**config.mk**
```make
export PLATFORM = sky130hd
export DESIGN_NAME = sc_uart_tx_mmio
export DESIGN_NICKNAME = d
export VERILOG_FILES = /design/src/rtl/sc_uart_tx_mmio.sv
export SDC_FILE = /design/constraint.sdc
export NUM_CORES = 1
export LEC_CHECK = 0
export BUFFER_PORTS_ARGS = -buffer_cell sky130_fd_sc_hd__buf_2
export CORE_ASPECT_RATIO = 2
export CORE_MARGIN = 2
export CORE_UTILIZATION = 50
export CTS_BUF_LIST = sky130_fd_sc_hd__clkbuf_8
export DETAILED_ROUTE_END_ITERATION = 6
export HOLD_SLACK_MARGIN = 0.06
export PLACE_DENSITY = 0.73
export SKIP_LAST_GASP = 1
export SLEW_MARGIN = 5
export SYNTH_ARGS = -nofsm -noshare
export SYNTH_HDL_FRONTEND = slang
export SYNTH_SLANG_ARGS = --single-unit
```
**constraint.sdc**
```tcl
create_clock -name Clk -period 6.3 [get_ports Clk]
set_clock_uncertainty 0.2 [all_clocks]
set_input_delay 0.315 -clock Clk [delete_from_list [all_inputs] [get_ports Clk]]
set_output_delay 0.315 -clock Clk [all_outputs]
set_load 0.005 [all_outputs]
```
**src/rtl/sc_uart_tx_mmio.sv**
```systemverilog
// sc_uart_tx_mmio: memory-mapped 8N1 UART transmitter on the core data bus.
// A 3-register window (TXDATA, STATUS, CTRL) sits in front of a circular TX FIFO.
// A START/DATA/STOP serializer drains the FIFO. Frames run back to back, with no
// idle gap, while enable is set and bytes are queued.
module sc_uart_tx_mmio #(
  parameter logic [31:0] BASE_ADDR    = 32'h0000_F000,
  parameter int          CLKS_PER_BIT = 16,
  parameter int          FIFO_DEPTH   = 8
) (
  input  logic        Clk,
  input  logic        Rst,
  input  logic [31:0] DMemAddress,
  input  logic [31:0] DMemData,
  input  logic [3:0]  DMemByteEn,
  input  logic        DMemWrEn,
  input  logic        DMemRdEn,
  output logic        MmioHit,
  output logic [31:0] MmioRspData,
  output logic        UartTx,
  output logic        TxIrq
);

  localparam int PW = $clog2(FIFO_DEPTH);
  localparam int CW = PW + 1;

  localparam logic [1:0] S_IDLE  = 2'd0;
  localparam logic [1:0] S_START = 2'd1;
  localparam logic [1:0] S_DATA  = 2'd2;
  localparam logic [1:0] S_STOP  = 2'd3;

  localparam logic [15:0]   BAUD_RELOAD = 16'(CLKS_PER_BIT - 1);
  localparam logic [CW-1:0] CNT_FULL    = CW'(FIFO_DEPTH);

  localparam logic [1:0] REG_TXDATA = 2'd0;
  localparam logic [1:0] REG_STATUS = 2'd1;
  localparam logic [1:0] REG_CTRL   = 2'd2;

  // Address decode. Offsets 0..11 cover three words, so the byte-lane bits
  // need no special handling in the range check.
  logic [31:0] offset;
  logic [1:0]  reg_sel;
  logic        wr_tx, wr_stat_clr, wr_ctrl;

  assign offset  = DMemAddress - BASE_ADDR;
  assign MmioHit = (offset < 32'd12);
  assign reg_sel = offset[3:2];

  assign wr_tx       = MmioHit && DMemWrEn && DMemByteEn[0] && (reg_sel == REG_TXDATA);
  assign wr_stat_clr = MmioHit && DMemWrEn && DMemByteEn[0] && (reg_sel == REG_STATUS)
                       && DMemData[3];
  assign wr_ctrl     = MmioHit && DMemWrEn && DMemByteEn[0] && (reg_sel == REG_CTRL);

  // Store data bits and byte lanes that no register uses.
  logic unused_bus;
  assign unused_bus = ^{DMemData[31:8], DMemData[2:1], DMemByteEn[3:1]};

  // Architectural state.
  logic [7:0]    mem_q [FIFO_DEPTH];
  logic [PW-1:0] wr_ptr_q, wr_ptr_d;
  logic [PW-1:0] rd_ptr_q, rd_ptr_d;
  logic [CW-1:0] count_q, count_d;
  logic          ovf_q, ovf_d;
  logic          en_q, en_d;
  logic [1:0]    state_q, state_d;
  logic [15:0]   baud_q, baud_d;
  logic [2:0]    idx_q, idx_d;
  logic [7:0]    shift_q, shift_d;
  logic          tx_q, tx_d;
  logic          irq_q, irq_d;

  logic fifo_full, fifo_empty, pop, push;

  assign fifo_full  = (count_q == CNT_FULL);
  assign fifo_empty = (count_q == '0);

  // Serializer: each bit holds the line for CLKS_PER_BIT cycles, and the
  // output register is loaded together with the state change.
  always_comb begin
    state_d = state_q;
    baud_d  = baud_q;
    idx_d   = idx_q;
    shift_d = shift_q;
    tx_d    = tx_q;
    pop     = 1'b0;
    case (state_q)
      S_IDLE: begin
        tx_d = 1'b1;
        if (en_q && !fifo_empty) begin
          pop     = 1'b1;
          shift_d = mem_q[rd_ptr_q];
          state_d = S_START;
          baud_d  = BAUD_RELOAD;
          tx_d    = 1'b0;
        end
      end
      S_START: begin
        if (baud_q == '0) begin
          state_d = S_DATA;
          baud_d  = BAUD_RELOAD;
          idx_d   = 3'd0;
          tx_d    = shift_q[0];
        end else begin
          baud_d = baud_q - 16'd1;
        end
      end
      S_DATA: begin
        if (baud_q == '0) begin
          baud_d = BAUD_RELOAD;
          if (idx_q == 3'd7) begin
            state_d = S_STOP;
            tx_d    = 1'b1;
          end else begin
            idx_d   = idx_q + 3'd1;
            shift_d = {1'b0, shift_q[7:1]};
            tx_d    = shift_q[1];
          end
        end else begin
          baud_d = baud_q - 16'd1;
        end
      end
      S_STOP: begin
        if (baud_q == '0) begin
          if (en_q && !fifo_empty) begin
            // Chain straight into the next frame.
            pop     = 1'b1;
            shift_d = mem_q[rd_ptr_q];
            state_d = S_START;
            baud_d  = BAUD_RELOAD;
            tx_d    = 1'b0;
          end else begin
            state_d = S_IDLE;
            tx_d    = 1'b1;
          end
        end else begin
          baud_d = baud_q - 16'd1;
        end
      end
      default: begin
        state_d = S_IDLE;
        tx_d    = 1'b1;
      end
    endcase
  end

  // FIFO bookkeeping. A push into a full FIFO succeeds only when the slot
  // is freed on the same edge; otherwise the byte is dropped and flagged.
  always_comb begin
    push     = wr_tx && (!fifo_full || pop);
    wr_ptr_d = push ? wr_ptr_q + PW'(1) : wr_ptr_q;
    rd_ptr_d = pop  ? rd_ptr_q + PW'(1) : rd_ptr_q;
    count_d  = count_q;
    case ({push, pop})
      2'b10:   count_d = count_q + CW'(1);
      2'b01:   count_d = count_q - CW'(1);
      default: count_d = count_q;
    endcase
    // A drop on the same edge as a clear leaves the flag set.
    ovf_d = ovf_q;
    if (wr_stat_clr)
      ovf_d = 1'b0;
    if (wr_tx && fifo_full && !pop)
      ovf_d = 1'b1;
    en_d  = wr_ctrl ? DMemData[0] : en_q;
    // Interrupt follows the post-edge state, so it is coherent with STATUS.
    irq_d = (count_d == '0) && (state_d == S_IDLE);
  end

  // FIFO storage has no reset; the pointers and count define its contents.
  always_ff @(posedge Clk) begin
    if (push)
      mem_q[wr_ptr_q] <= DMemData[7:0];
  end

  // Control and serializer registers. Reset aborts any frame and flushes the FIFO.
  always_ff @(posedge Clk) begin
    if (Rst) begin
      wr_ptr_q <= '0;
      rd_ptr_q <= '0;
      count_q  <= '0;
      ovf_q    <= 1'b0;
      en_q     <= 1'b1;
      state_q  <= S_IDLE;
      baud_q   <= '0;
      idx_q    <= '0;
      shift_q  <= '0;
      tx_q     <= 1'b1;
      irq_q    <= 1'b1;
    end else begin
      wr_ptr_q <= wr_ptr_d;
      rd_ptr_q <= rd_ptr_d;
      count_q  <= count_d;
      ovf_q    <= ovf_d;
      en_q     <= en_d;
      state_q  <= state_d;
      baud_q   <= baud_d;
      idx_q    <= idx_d;
      shift_q  <= shift_d;
      tx_q     <= tx_d;
      irq_q    <= irq_d;
    end
  end

  assign UartTx = tx_q;
  assign TxIrq  = irq_q;

  // Load response, driven only for a load that hits the window.
  logic [31:0] status_word;
  assign status_word = {19'd0, 5'(count_q), 4'd0, ovf_q, (state_q != S_IDLE),
                        fifo_empty, fifo_full};

  always_comb begin
    MmioRspData = 32'd0;
    if (MmioHit && DMemRdEn) begin
      case (reg_sel)
        REG_STATUS: MmioRspData = status_word;
        REG_CTRL:   MmioRspData = {31'd0, en_q};
        default:    MmioRspData = 32'd0;
      endcase
    end
  end

endmodule

```
==> results of run 1 <==
==> sequential cells by signal, summed over array words and instances, names as in the netlist, named ones only <==
register and flops:
TxIrq 1, UartTx 1, baud_q 16, count_q 4
en_q 1, idx_q 3, mem_q 64, ovf_q 1
rd_ptr_q 3, shift_q 8, state_q 2, wr_ptr_q 3
==> power by group <==
group | internal (mW) | switching, mW | leakage [nW] | total [mW]
sequential | 0.825 | 0.0938 | 0.950 | 0.919
combinational | 0.288 | 0.422 | 1.12 | 0.710
clock | 0.158 | 0.262 | 0.102 | 0.420
==> worst paths after layout <==
check,to,slack (ns),cells after the start,start
hold reg to reg,idx_q[1],0.28,2,idx_q[1]
setup / recovery,TxIrq,2.24,14,baud_q[0]
setup reg to reg,TxIrq,2.24,14,baud_q[0]
hold / removal,ovf_q,0.13,4,DMemWrEn
==> routing by layer <==
layer	vias up	part of all wire (%)	GRT usage [%]
met5	-	0	0
met4	0	1.8	8.69
met3	16	2.8	2.77
met2	86	59	38.3
met1	1961	37	20.4
li1	1939	-	-
==> worst min-delay path, cell delays in order <==
cell	delay (ns)
buf_2	0.12
nand3_1	0.06
o21ai_0	0.07
a21oi_1	0.11
==> cell type report <==
cell class | count | area, sq um | share of cell area, %
tap | 140 | 175 | 2.88
clock inverter | 7 | 71.3 | 1.17
inverter | 13 | 48.8 | 0.804
clock buffer | 9 | 124 | 2.04
multi-input combinational | 354 | 2460 | 40.5
sequential | 110 | 2840 | 46.8
timing repair buffer | 62 | 353 | 5.81
==> placed cells by master (no fill, tap or decap), drive strengths merged, types with 3 or more instances in the layout <==
cell type     n
a211oi        4
a21oi        47
a311oi        5
a31oi         3
and2          8
and4          3
buf          54
clkbuf        9
conb         24
dfxtp        46
dlygate4sd3   8
edfxtp       64
ha           15
inv          18
mux2i         9
mux4         16
nand2        28
nand2b        4
nand3        10
nand4        10
nand4b        3
nor2         60
nor3         20
nor3b         4
nor4          9
o21a          3
o21ai        23
o221a         4
or3           3
xor2          4
==> repair_timing <==
item / 4_1_cts / 5_1_grt
hold endpoints to repair: 64 / 0
hold buffers: 8 / 0
resized for setup: 0 / 0
==> cells by family after synthesis <==
family          Yosys count
flops                   110
simple gates            171
other cells               1
xor+xnor                  5
buf+inv                  58
fa+ha+maj                16
compound gates          113
mux                      25
==> metrics.md, run 1 <==
| Metric | Value |
|---|---|
| Hpwl dp | `8230 microns` |
| Core Area | `0.0109 sq mm` |
| CTS tree | `yes` |
| Final setup fails | `0` |
| Cell area after synthesis | `0.00554 sq mm` |
| Seq/Total Area, Yosys | `51.3%` |
| Initial core utilization | `50.9%` |
| Largest net degree at the start of global routing | `41` |
| Placer Congestion | `0.814` |
| Post-synth top cells | `edfxtp_1 (64), nor2_1 (60), a21oi_1 (47), dfxtp_1 (46), nand2_1 (27)` |
| Site Rows | `54` |
| Top cell type's share of synthesized area | `34.7%` |
| Total GRT Usage | `19.8%` |
| WP data required | `6.40 ns` |
| IO Pins | `107` |
| First-pass GRT wire length | `18900 microns` |
| CTS buffer count | `9` |
| Mapped Cells | `499` |
| Worst hold slack | `0.129 ns` |
| Tcrit/Tclk final | `64.4%` |
| Die H | `153 microns` |
| Ys async rst share | `0%` |
| Combinational family with the most area after synthesis | `simple AND/OR/NAND/NOR gates` |
| Detail Route Antenna Nets | `0` |
| Crit path buf inv count | `2` |
| Synth cell types | `71` |
| Util after Layout | `55.8%` |
| CTS sink count | `110` |
| Fmax | `246 MHz` |
| Worst min-delay path category | `in -> reg` |
| Non-Filler Instances | `695` |
| Layout cells sized above 1 | `19.6%` |
| XOR/XNOR share of the synthesized area | `0.790%` |
| Main area contributors after synthesis | `edfxtp_1 (35%), dfxtp_1 (17%), mux4_2 (6.5%)` |
| EDFF count, synth | `64` |
| Final Hold Violating Endpoints | `0` |
| Nets | `638` |
| Final Max Tran Viols | `0` |
| Data arrival time of the critical path | `4.16 ns` |
| Seq cells post-synth | `110` |
| Synth Area in Adders | `3.75%` |
| Multiplexer share of the synthesized area | `8.13%` |
| Critical path, cell by cell | `inv_1, ha_1, nor3b_2, nand4_2, o21ai_2, nand2_2, inv_1, ha_1, xor2_1, nor3b_1, nor2_1, nand2_1, nand3_1, a221oi_2` |
| Final WL | `11300 microns` |
| Worst Setup Start Kind | `flop` |
| Root buffer cell | `clkbuf_8` |
| Area grow syn2layout | `9.60%` |
| CP max stage delay | `0.65 ns` |
| Dominant synthesized flop cell | `edfxtp_1` |
| Worst Max-Slew Pin Slew | `1.23 ns` |
| Clock transition at the registers of the reported paths | `0.11 ns` |
| Clk Latency, worst-skew pair | `0.38 ns` |
| Compound-cell area share of the yosys netlist | `13.7%` |
| Post-Synth Simple-Gate Area | `16.3%` |
| Outcome | `completed` |
| Post CTS Setup Buffer Count | `0` |
| Worst VDD drop | `0.233 mV` |
| Number of buffers inserted by port buffering | `53` |
| Unrepaired setup endpoints after global routing | `no` |
| Placed Area | `0.00580 sq mm` |
| Final Instance Area | `0.00607 sq mm` |
| Setup WS pre-CTS | `2.26 ns` |
| Static Leak | `2.18 nW` |
| 1st-iter DRT viols | `194` |
| Max FO, Critical Path | `18` |
| Ys Warns | `0` |
| Crit path kind | `reg -> reg` |
| Grt ovf | `0` |
| Vias in the first global route | `4090` |
| Die ar. | `0.0120 sq mm` |
| Vias | `4002` |
| Tot Pwr | `2.05 mW` |
| Number of antenna cells inserted | `0` |
| Max cap viols | `0` |
| Vias/cell | `5.76` |
| Final setup TNS | `0 ns` |
| Fillers | `955` |
| Syn avg cell area | `11.1 sq um` |
| Maximum level of the CTS H-tree | `3` |
| Critical-path top delay cell | `o21ai_2` |
| Mean routed wirelength per cell | `16.3 microns` |
| DRT Pass-1 Iters | `5` |
| Count leader, synth | `edfxtp_1` |
| Placed Cells incl. Taps | `671` |
| Worst setup margin | `2.24 ns` |
| Worst setup EP type | `flop` |
| Worst slew margin | `17.3%` |
| CP top delay family | `simple AND/OR/NAND/NOR gates` |
| P per Cell Area | `337 mW/mm^2` |
| Yosys top cell by area | `edfxtp_1` |
| Period minus WS final | `4.06 ns` |
| Antenna violations before repair | `0` |
| DRC | `0` |
| Clock Path Buffers | `2` |
| Die width | `78.4 microns` |
Note: power is estimated with default switching activity, not from simulation.
==> inputs of run 2 (changes only) <==
ABC_AREA = 1   (was not set)
clock period = 3.9 ns   (was 6.3 ns; I/O delays follow)
==> run 2 against run 1 <==
Routed wire length is 12% higher. Non-clock buffer count is 10 higher. Global-route usage is 1.8 points higher. Highest routed layer unchanged. Critical path depth is 9 higher. Utilization is 0.44 points higher. Via count is 15% higher. Largest power group unchanged. Synthesized area is 2.5% higher. Power is 62% higher. Fmax is 15% higher. Combinational power is 82% higher. Count of clock-buffer cells in the layout stayed put.
==> metrics.md, run 2 <==
| Metric | Value |
|---|---|
| Max reg flops | `64 (unchanged)` |
| Nets | `816 (was 638)` |
| Util after Layout | `56.3% (was 55.8%)` |
| Initial core utilization | `50.6% (was 50.9%)` |
| 1st-iter DRT viols | `253 (was 194)` |
| Area grow syn2layout | `11.1% (was 9.60%)` |
| Core Area | `0.0112 sq mm (was 0.0109 sq mm)` |
| Yosys top cell by area | `edfxtp_1 (unchanged)` |
| Outcome | `completed (unchanged)` |
| Post-synth top cells | `nor2_1 (129), nand2_1 (84), edfxtp_1 (64), inv_1 (57), o21ai_0 (49) (was edfxtp_1 (64), nor2_1 (60), a21oi_1 (47), dfxtp_1 (46), nand2_1 (27))` |
| Critical-path top delay cell | `dfxtp_1 (was o21ai_2)` |
| Mean routed wirelength per cell | `14.5 microns (was 16.3 microns)` |
| CP top delay family | `simple AND/OR/NAND/NOR gates (unchanged)` |
| DRT Pass-1 Iters | `4 (was 5)` |
| Vias in the first global route | `4639 (was 4090)` |
| CP max stage delay | `0.33 ns (was 0.65 ns)` |
| Worst slew margin | `37.9% (was 17.3%)` |
| Worst Max-Slew Pin Slew | `0.931 ns (was 1.23 ns)` |
| Top cell type's share of synthesized area | `33.8% (was 34.7%)` |
| Grt ovf | `0 (unchanged)` |
| Total GRT Usage | `21.6% (was 19.8%)` |
| Count leader, synth | `nor2_1 (was edfxtp_1)` |
| Die ar. | `0.0123 sq mm (was 0.0120 sq mm)` |
| Static Leak | `2.62 nW (was 2.18 nW)` |
| P per Cell Area | `527 mW/mm^2 (was 337 mW/mm^2)` |
| Data arrival time of the critical path | `3.59 ns (was 4.16 ns)` |
| Layout cells sized above 1 | `14.7% (was 19.6%)` |
| Worst Setup Start Kind | `flop (unchanged)` |
| Sw Ratio | `39.8% (was 37.9%)` |
| Worst VDD drop | `0.305 mV (was 0.233 mV)` |
| Reg2reg setup slack | `0.36 ns (was 2.24 ns)` |
| Reg2reg path depth | `23 (was 14)` |
| Final setup fails | `0 (unchanged)` |
| Quantity of gates resized following cts | `0 (unchanged)` |
| Hpwl dp | `9410 microns (was 8230 microns)` |
| Final Hold Violating Endpoints | `0 (unchanged)` |
| Worst setup EP type | `flop (unchanged)` |
| Logic pwr share | `38.7% (was 34.7%)` |
| Crit path buf inv count | `3 (was 2)` |
| EDFF count, synth | `64 (unchanged)` |
| CTS buffer count | `9 (unchanged)` |
| Largest net degree at the start of global routing | `34 (was 41)` |
| Placed Area | `0.00604 sq mm (was 0.00580 sq mm)` |
| Ys async rst share | `0% (unchanged)` |
| Maximum level of the CTS H-tree | `3 (unchanged)` |
| Largest registers | `mem_q x64, baud_q x16, shift_q x8 (unchanged)` |
| Synth cell types | `46 (was 71)` |
| Root buffer cell | `clkbuf_8 (unchanged)` |
| Clock network power share | `19.6% (was 20.5%)` |
| Final setup TNS | `0 ns (unchanged)` |
| Vias/cell | `5.25 (was 5.76)` |
| Number of antenna cells inserted | `0 (unchanged)` |
| Final Instance Area | `0.00631 sq mm (was 0.00607 sq mm)` |
| Die width | `79.4 microns (was 78.4 microns)` |
| Number of buffers inserted by port buffering | `53 (unchanged)` |
| Cell area after synthesis | `0.00568 sq mm (was 0.00554 sq mm)` |
| Worst min-delay path category | `in -> reg (unchanged)` |
| Period minus WS final | `3.54 ns (was 4.06 ns)` |
| Seq/Total Area, Yosys | `50.0% (was 51.3%)` |
| Mapped Cells | `664 (was 499)` |
| Fmax | `283 MHz (was 246 MHz)` |
| Max cap viols | `0 (unchanged)` |
| Dominant synthesized flop cell | `edfxtp_1 (unchanged)` |
| First-pass GRT wire length | `20700 microns (was 18900 microns)` |
| Syn avg cell area | `8.55 sq um (was 11.1 sq um)` |
| Placer Congestion | `0.837 (was 0.814)` |
| WP data required | `3.95 ns (was 6.40 ns)` |
| Cell depth of the worst setup path | `23 (was 14)` |
| CP startpoint | `baud_q[0] (unchanged)` |
| Commonest non-fill, non-tap cell in the layout | `nor2_1 (was edfxtp_1)` |
| Reg-to-Reg Start | `baud_q[0] (unchanged)` |
| Seq cells post-synth | `110 (unchanged)` |
| Tcrit/Tclk final | `90.8% (was 64.4%)` |
| Clk Latency, worst-skew pair | `0.38 ns (about the same)` |
| Antenna violations before repair | `0 (unchanged)` |
| Die H | `155 microns (was 153 microns)` |
| Site Rows | `55 (was 54)` |
| Crit path top cell by count | `nand2_1` |
| Final Max Tran Viols | `0 (unchanged)` |
| Reg with most FFs | `mem_q (unchanged)` |
| Detail Route Antenna Nets | `0 (unchanged)` |
| CTS tree | `yes (unchanged)` |
| Hold Path Depth | `4 (unchanged)` |
| Net switching power | `1.32 mW (was 0.778 mW)` |
| Final WL | `12700 microns (was 11300 microns)` |
| Ys Warns | `0 (unchanged)` |
| Seq pwr share | `41.7% (was 44.9%)` |
| IO Pins | `107 (unchanged)` |
| Vias | `4591 (was 4002)` |
| HP Start | `DMemAddress[3] (was DMemWrEn)` |
| Unrepaired setup endpoints after global routing | `no (unchanged)` |
| Main area contributors after synthesis | `edfxtp_1 (34%), dfxtp_1 (16%), nor2_1 (8.5%) (was edfxtp_1 (35%), dfxtp_1 (17%), mux4_2 (6.5%))` |
| Most frequent cells in the layout | `nor2_1 (129), nand2_1 (84), edfxtp_1 (64) (was edfxtp_1 (64), nor2_1 (60), buf_2 (53))` |
| Crit path kind | `reg -> reg (unchanged)` |
| DRC | `0 (unchanged)` |
| Clock transition at the registers of the reported paths | `0.10 ns (was 0.11 ns)` |
| Internal power | `2.01 mW (was 1.27 mW)` |
| Post CTS Setup Buffer Count | `0 (unchanged)` |
| Clock Path Buffers | `2 (unchanged)` |
| CTS sink count | `110 (unchanged)` |
| Critical path, cell by cell | `inv_1, ha_1, nand2_2, nor3_4, nand2_2, nor2_4, nand2_4, o21ai_4, nand3_4, inv_2, nand2_4, inv_1, ha_1, nand2_1, nor2_1, a211oi_1, nand2_1, nand2_2, nand2_1, nand2_1, nand2_1, nand3_1, nand2_1 (was inv_1, ha_1, nor3b_2, nand4_2, o21ai_2, nand2_2, inv_1, ha_1, xor2_1, nor3b_1, nor2_1, nand2_1, nand3_1, a221oi_2)` |
| Max FO, Critical Path | `8 (was 18)` |
[run 2: changes by cell type after synthesis, sizes merged, moves of 9 or more]
cell and change:
o21ai +35, inv +52, nand2 +65, nand4 -9, nand3 +31, a21oi -13, mux4 -16, mux2i -9
nor4 -9, nor2 +72
[run 2: timing repair]
| action | 4_1_cts | 5_1_grt |
|---|---|---|
| hold buffers | 9 | 0 |
| hold endpoints to repair | 66 | 0 |
| endpoints found under the setup margin | 0 | 0 |
[run 2: routing by layer]
metal / wire, microns / GRT usage [%] / share of wire, % / vias up
met5: 0 / 0 / 0 / -
met4: 382 / 9.20 / 3.0 / 0
met3: 381 / 2.74 / 3.0 / 23
met2: 7430 / 43.9 / 59 / 118
met1: 4460 / 20.6 / 35 / 2148
li1: - / - / - / 2302
[run 2: area by class of cell]
| cell class | count | area [sq um] |
|---|---|---|
| fill | 1029 | 4910 |
| sequential | 110 | 2840 |
| multi-input combinational | 468 | 2420 |
| timing repair buffer | 72 | 430 |
| inverter | 67 | 251 |
| tap | 142 | 178 |
| clock buffer | 9 | 124 |
| clock inverter | 7 | 61.3 |
[run 2: cell families after synthesis]
kind of cell	after synthesis	synth area share [%]
other cells	1	0.0660
buf+inv	109	8.81
xor+xnor	13	2.00
fa+ha+maj	16	3.66
simple gates	289	22.5
compound gates	126	12.9
flops	110	50.0
[run 2: power by group through the flow]
| stage | clock, mW | combinational [mW] | sequential [mW] |
|---|---|---|---|
| floorplan | 0 | 1.00 | 1.40 |
| global placement | 0 | 1.22 | 1.41 |
| detailed placement | 0 | 1.28 | 1.41 |
| CTS | 0.669 | 1.29 | 1.39 |
| global route | 0.708 | 1.45 | 1.40 |
| finish | 0.653 | 1.29 | 1.39 |
[run 2: final timing paths]
check / to
max: TxIrq
min: en_q
max reg2reg: TxIrq
min reg2reg: shift_q[6]
[run 2: worst reg2reg max path, delay by kind of cell, from the launching register on]
family | cells | cell delay, ns
fa+ha+maj | 2 | 0.48
compound gates | 2 | 0.49
buf+inv | 3 | 0.37
simple gates | 16 | 1.53
flops | 1 | 0.33
[run 2: metrics by stage]
step	hold slack, ns	setup WS [ns]	power, mW	std cells
after floorplan	0.0939	0.853	2.40	687
after global placement	0.235	0.556	2.63	850
after detailed placement	0.241	0.414	2.69	850
after CTS	0.0850	0.372	3.35	875
after global routing	0.134	0.130	3.56	875
final	0.0986	0.360	3.33	875
==> inputs of run 3 (changes only) <==
CORE_UTILIZATION = 42   (was 50)
PLACE_DENSITY = not set   (was 0.73)
==> run 3 against run 2 <==
Fmax rose by 1.2%. Sequential share of layout area fell by 0.17 points. Worst hold slack got worse by 0.024 ns. Sequential power barely moved. Via count fell by 0.98%. Combinational power barely moved. Non-clock buffer count fell by 1. Die area rose by 18%. Setup slack improved by 0.041 ns. Largest power group unchanged.
==> metrics.md, run 3 (synthesized netlist as in run 2, its figures left out) <==
| Metric | Value |
|---|---|
| Outcome | `completed (unchanged)` |
| DRC | `0 (unchanged)` |
| Layout cells sized above 1 | `14.8% (was 14.7%)` |
| Total GRT Usage | `18.3% (was 21.6%)` |
| Period minus WS final | `3.50 ns (was 3.54 ns)` |
| Fmax | `286 MHz (was 283 MHz)` |
| Mean routed wirelength per cell | `14.9 microns (was 14.5 microns)` |
| Die ar. | `0.0145 sq mm (was 0.0123 sq mm)` |
| Commonest non-fill, non-tap cell in the layout | `nor2_1 (unchanged)` |
| Static Leak | `2.62 nW (about the same)` |
| Post CTS Setup Buffer Count | `0 (unchanged)` |
| Unrepaired setup endpoints after global routing | `no (unchanged)` |
| Net switching power | `1.32 mW (unchanged)` |
| Placed Area | `0.00605 sq mm (was 0.00604 sq mm)` |
| Seq pwr share | `41.0% (was 41.7%)` |
| Worst min-delay path category | `in -> reg (unchanged)` |
| CTS buffer count | `9 (unchanged)` |
| Worst VDD drop | `0.192 mV (was 0.305 mV)` |
| Worst Max-Slew Pin Slew | `0.927 ns (was 0.931 ns)` |
| Clk Latency, worst-skew pair | `0.38 ns (about the same)` |
| Crit path top cell by count | `nand2_1 (unchanged)` |
| Largest net degree at the start of global routing | `34 (unchanged)` |
| Vias in the first global route | `4478 (was 4639)` |
| Maximum level of the CTS H-tree | `3 (unchanged)` |
| CP top delay family | `simple AND/OR/NAND/NOR gates (unchanged)` |
| CTS sink count | `110 (unchanged)` |
| Initial core utilization | `42.5% (was 50.6%)` |
| Worst slew margin | `38.1% (was 37.9%)` |
| Internal power | `2.06 mW (was 2.01 mW)` |
| Logic pwr share | `38.0% (was 38.7%)` |
| Core Area | `0.0134 sq mm (was 0.0112 sq mm)` |
| Worst setup EP type | `flop (unchanged)` |
| 1st-iter DRT viols | `185 (was 253)` |
| First-pass GRT wire length | `20900 microns (was 20700 microns)` |
| Critical-path top delay cell | `dfxtp_1 (unchanged)` |
| Max cap viols | `0 (unchanged)` |
| Max FO, Critical Path | `8 (unchanged)` |
| Clock transition at the registers of the reported paths | `0.11 ns (was 0.10 ns)` |
| Number of buffers inserted by port buffering | `53 (unchanged)` |
| Vias/cell | `5.13 (was 5.25)` |
| Crit path buf inv count | `3 (unchanged)` |
| Die width | `86.2 microns (was 79.4 microns)` |
| IO Pins | `107 (unchanged)` |
| Worst hold slack | `0.0747 ns (was 0.0986 ns)` |
| Met3 global-route usage | `2.34% (was 2.74%)` |
| GRT busiest layer | `met2 (unchanged)` |
| Tot Pwr | `3.39 mW (was 3.33 mW)` |
| Multi-input logic area | `0.00242 sq mm (unchanged)` |
| CP max stage delay | `0.33 ns (about the same)` |
| CTS tree | `yes (unchanged)` |
| Grt ovf | `0 (unchanged)` |
| Detail Route Antenna Nets | `0 (unchanged)` |
| Root buffer cell | `clkbuf_8 (unchanged)` |
| Final Max Tran Viols | `0 (unchanged)` |
| Crit path kind | `reg -> reg (unchanged)` |
| Reg with most FFs | `mem_q (unchanged)` |
| Critical path, cell by cell | `inv_1, ha_1, nand2_2, nor3_4, nand2_2, nor2_4, nand2_4, o21ai_4, nand3_4, inv_2, nand2_4, inv_1, ha_1, nand2_1, nor2_1, a211oi_1, nand2_1, nand2_2, nand2_1, nand2_1, nand2_1, nand3_1, nand2_1 (unchanged)` |
| Sw Ratio | `39.1% (was 39.8%)` |
| P per Cell Area | `534 mW/mm^2 (was 527 mW/mm^2)` |
| Most frequent cells in the layout | `nor2_1 (129), nand2_1 (84), edfxtp_1 (64) (unchanged)` |
| WP data required | `3.96 ns (was 3.95 ns)` |
| Final Instance Area | `0.00633 sq mm (was 0.00631 sq mm)` |
| Clock Path Buffers | `2 (unchanged)` |
| Fillers | `1351 (was 1029)` |
| Final Hold Violating Endpoints | `0 (unchanged)` |
| Number of antenna cells inserted | `0 (unchanged)` |
| FF/Latch Area | `0.00284 sq mm (unchanged)` |
| Tcrit/Tclk final | `89.7% (was 90.8%)` |
| Util after Layout | `47.4% (was 56.3%)` |
| Largest registers | `mem_q x64, baud_q x16, shift_q x8 (unchanged)` |
| Final WL | `13200 microns (was 12700 microns)` |
| Hpwl dp | `9800 microns (was 9410 microns)` |
| Final setup TNS | `0 ns (unchanged)` |
| Vias | `4546 (was 4591)` |
| Worst Setup Start Kind | `flop (unchanged)` |
| Site Rows | `60 (was 55)` |
| Clock network power share | `21.0% (was 19.6%)` |
| Final setup fails | `0 (unchanged)` |
| Nets | `815 (was 816)` |
| Max reg flops | `64 (unchanged)` |
| Antenna violations before repair | `0 (unchanged)` |
| DRT Pass-1 Iters | `4 (unchanged)` |
| Data arrival time of the critical path | `3.55 ns (was 3.59 ns)` |
| Met1 usage | `18.5% (was 20.6%)` |
| Area grow syn2layout | `11.5% (was 11.1%)` |
| Placer Congestion | `0.821 (was 0.837)` |
| Die H | `168 microns (was 155 microns)` |
| Quantity of gates resized following cts | `0 (unchanged)` |
| Met2 Use GR | `36.6% (was 43.9%)` |
run 3: per-layer routing:
layer / part of all wire [%] / routed length, microns / vias up
met5: 0 / 0 / -
met4: 1.1 / 144 / 0
met3: 2.4 / 322 / 8
met2: 59 / 7730 / 69
met1: 38 / 4970 / 2163
li1: - / - / 2306
run 3: worst register-to-register path, cell delays in order (launching register included):
cell      delay [ns]
dfxtp_1         0.33
inv_1           0.09
ha_1            0.21
nand2_2         0.12
nor3_4          0.21
nand2_2         0.12
nor2_4          0.13
nand2_4         0.10
o21ai_4         0.18
nand3_4         0.15
inv_2           0.17
nand2_4         0.09
inv_1           0.11
ha_1            0.27
nand2_1         0.09
nor2_1          0.04
a211oi_1        0.27
nand2_1         0.12
nand2_2         0.09
nand2_1         0.05
nand2_1         0.05
nand2_1         0.06
nand3_1         0.08
nand2_1         0.05
run 3: power groups by stage:
stage                     logic [mW]  registers [mW]  clock network [mW]
after floorplan                 1.00            1.40                   0
after global placement          1.25            1.41                   0
after detailed placement        1.29            1.41                   0
after CTS                       1.30            1.39               0.732
after global routing            1.46            1.40               0.771
final                           1.29            1.39               0.712
run 3: cell type report:
cell class / count / share of cell area, %
multi-input cells: 468 / 38.3
clock buffers: 9 / 1.96
flip-flops and latches: 110 / 44.9
inverters: 67 / 3.97
well taps: 155 / 3.06
clock inverters: 7 / 1.24
repair buffers: 71 / 6.64
run 3: worst paths after layout:
path | end | cells after the start | start | slack, ns
min reg2reg | shift_q[5] | 2 | shift_q[5] | 0.26
min | baud_q[9] | 2 | Rst | 0.07
max | TxIrq | 23 | baud_q[0] | 0.40
max reg2reg | TxIrq | 23 | baud_q[0] | 0.40
run 3: what timing repair did:
item | CTS | global route
hold buffers | 8 | 0
setup endpoints to repair | 0 | 0
endpoints found under the hold margin | 65 | 0
run 3: metrics by stage:
step                      setup slack [ns]  cells
after detailed placement             0.410    863
final                                0.401    887
after CTS                            0.361    887
after floorplan                      0.853    687
after global routing                0.0237    887
after global placement               0.483    863
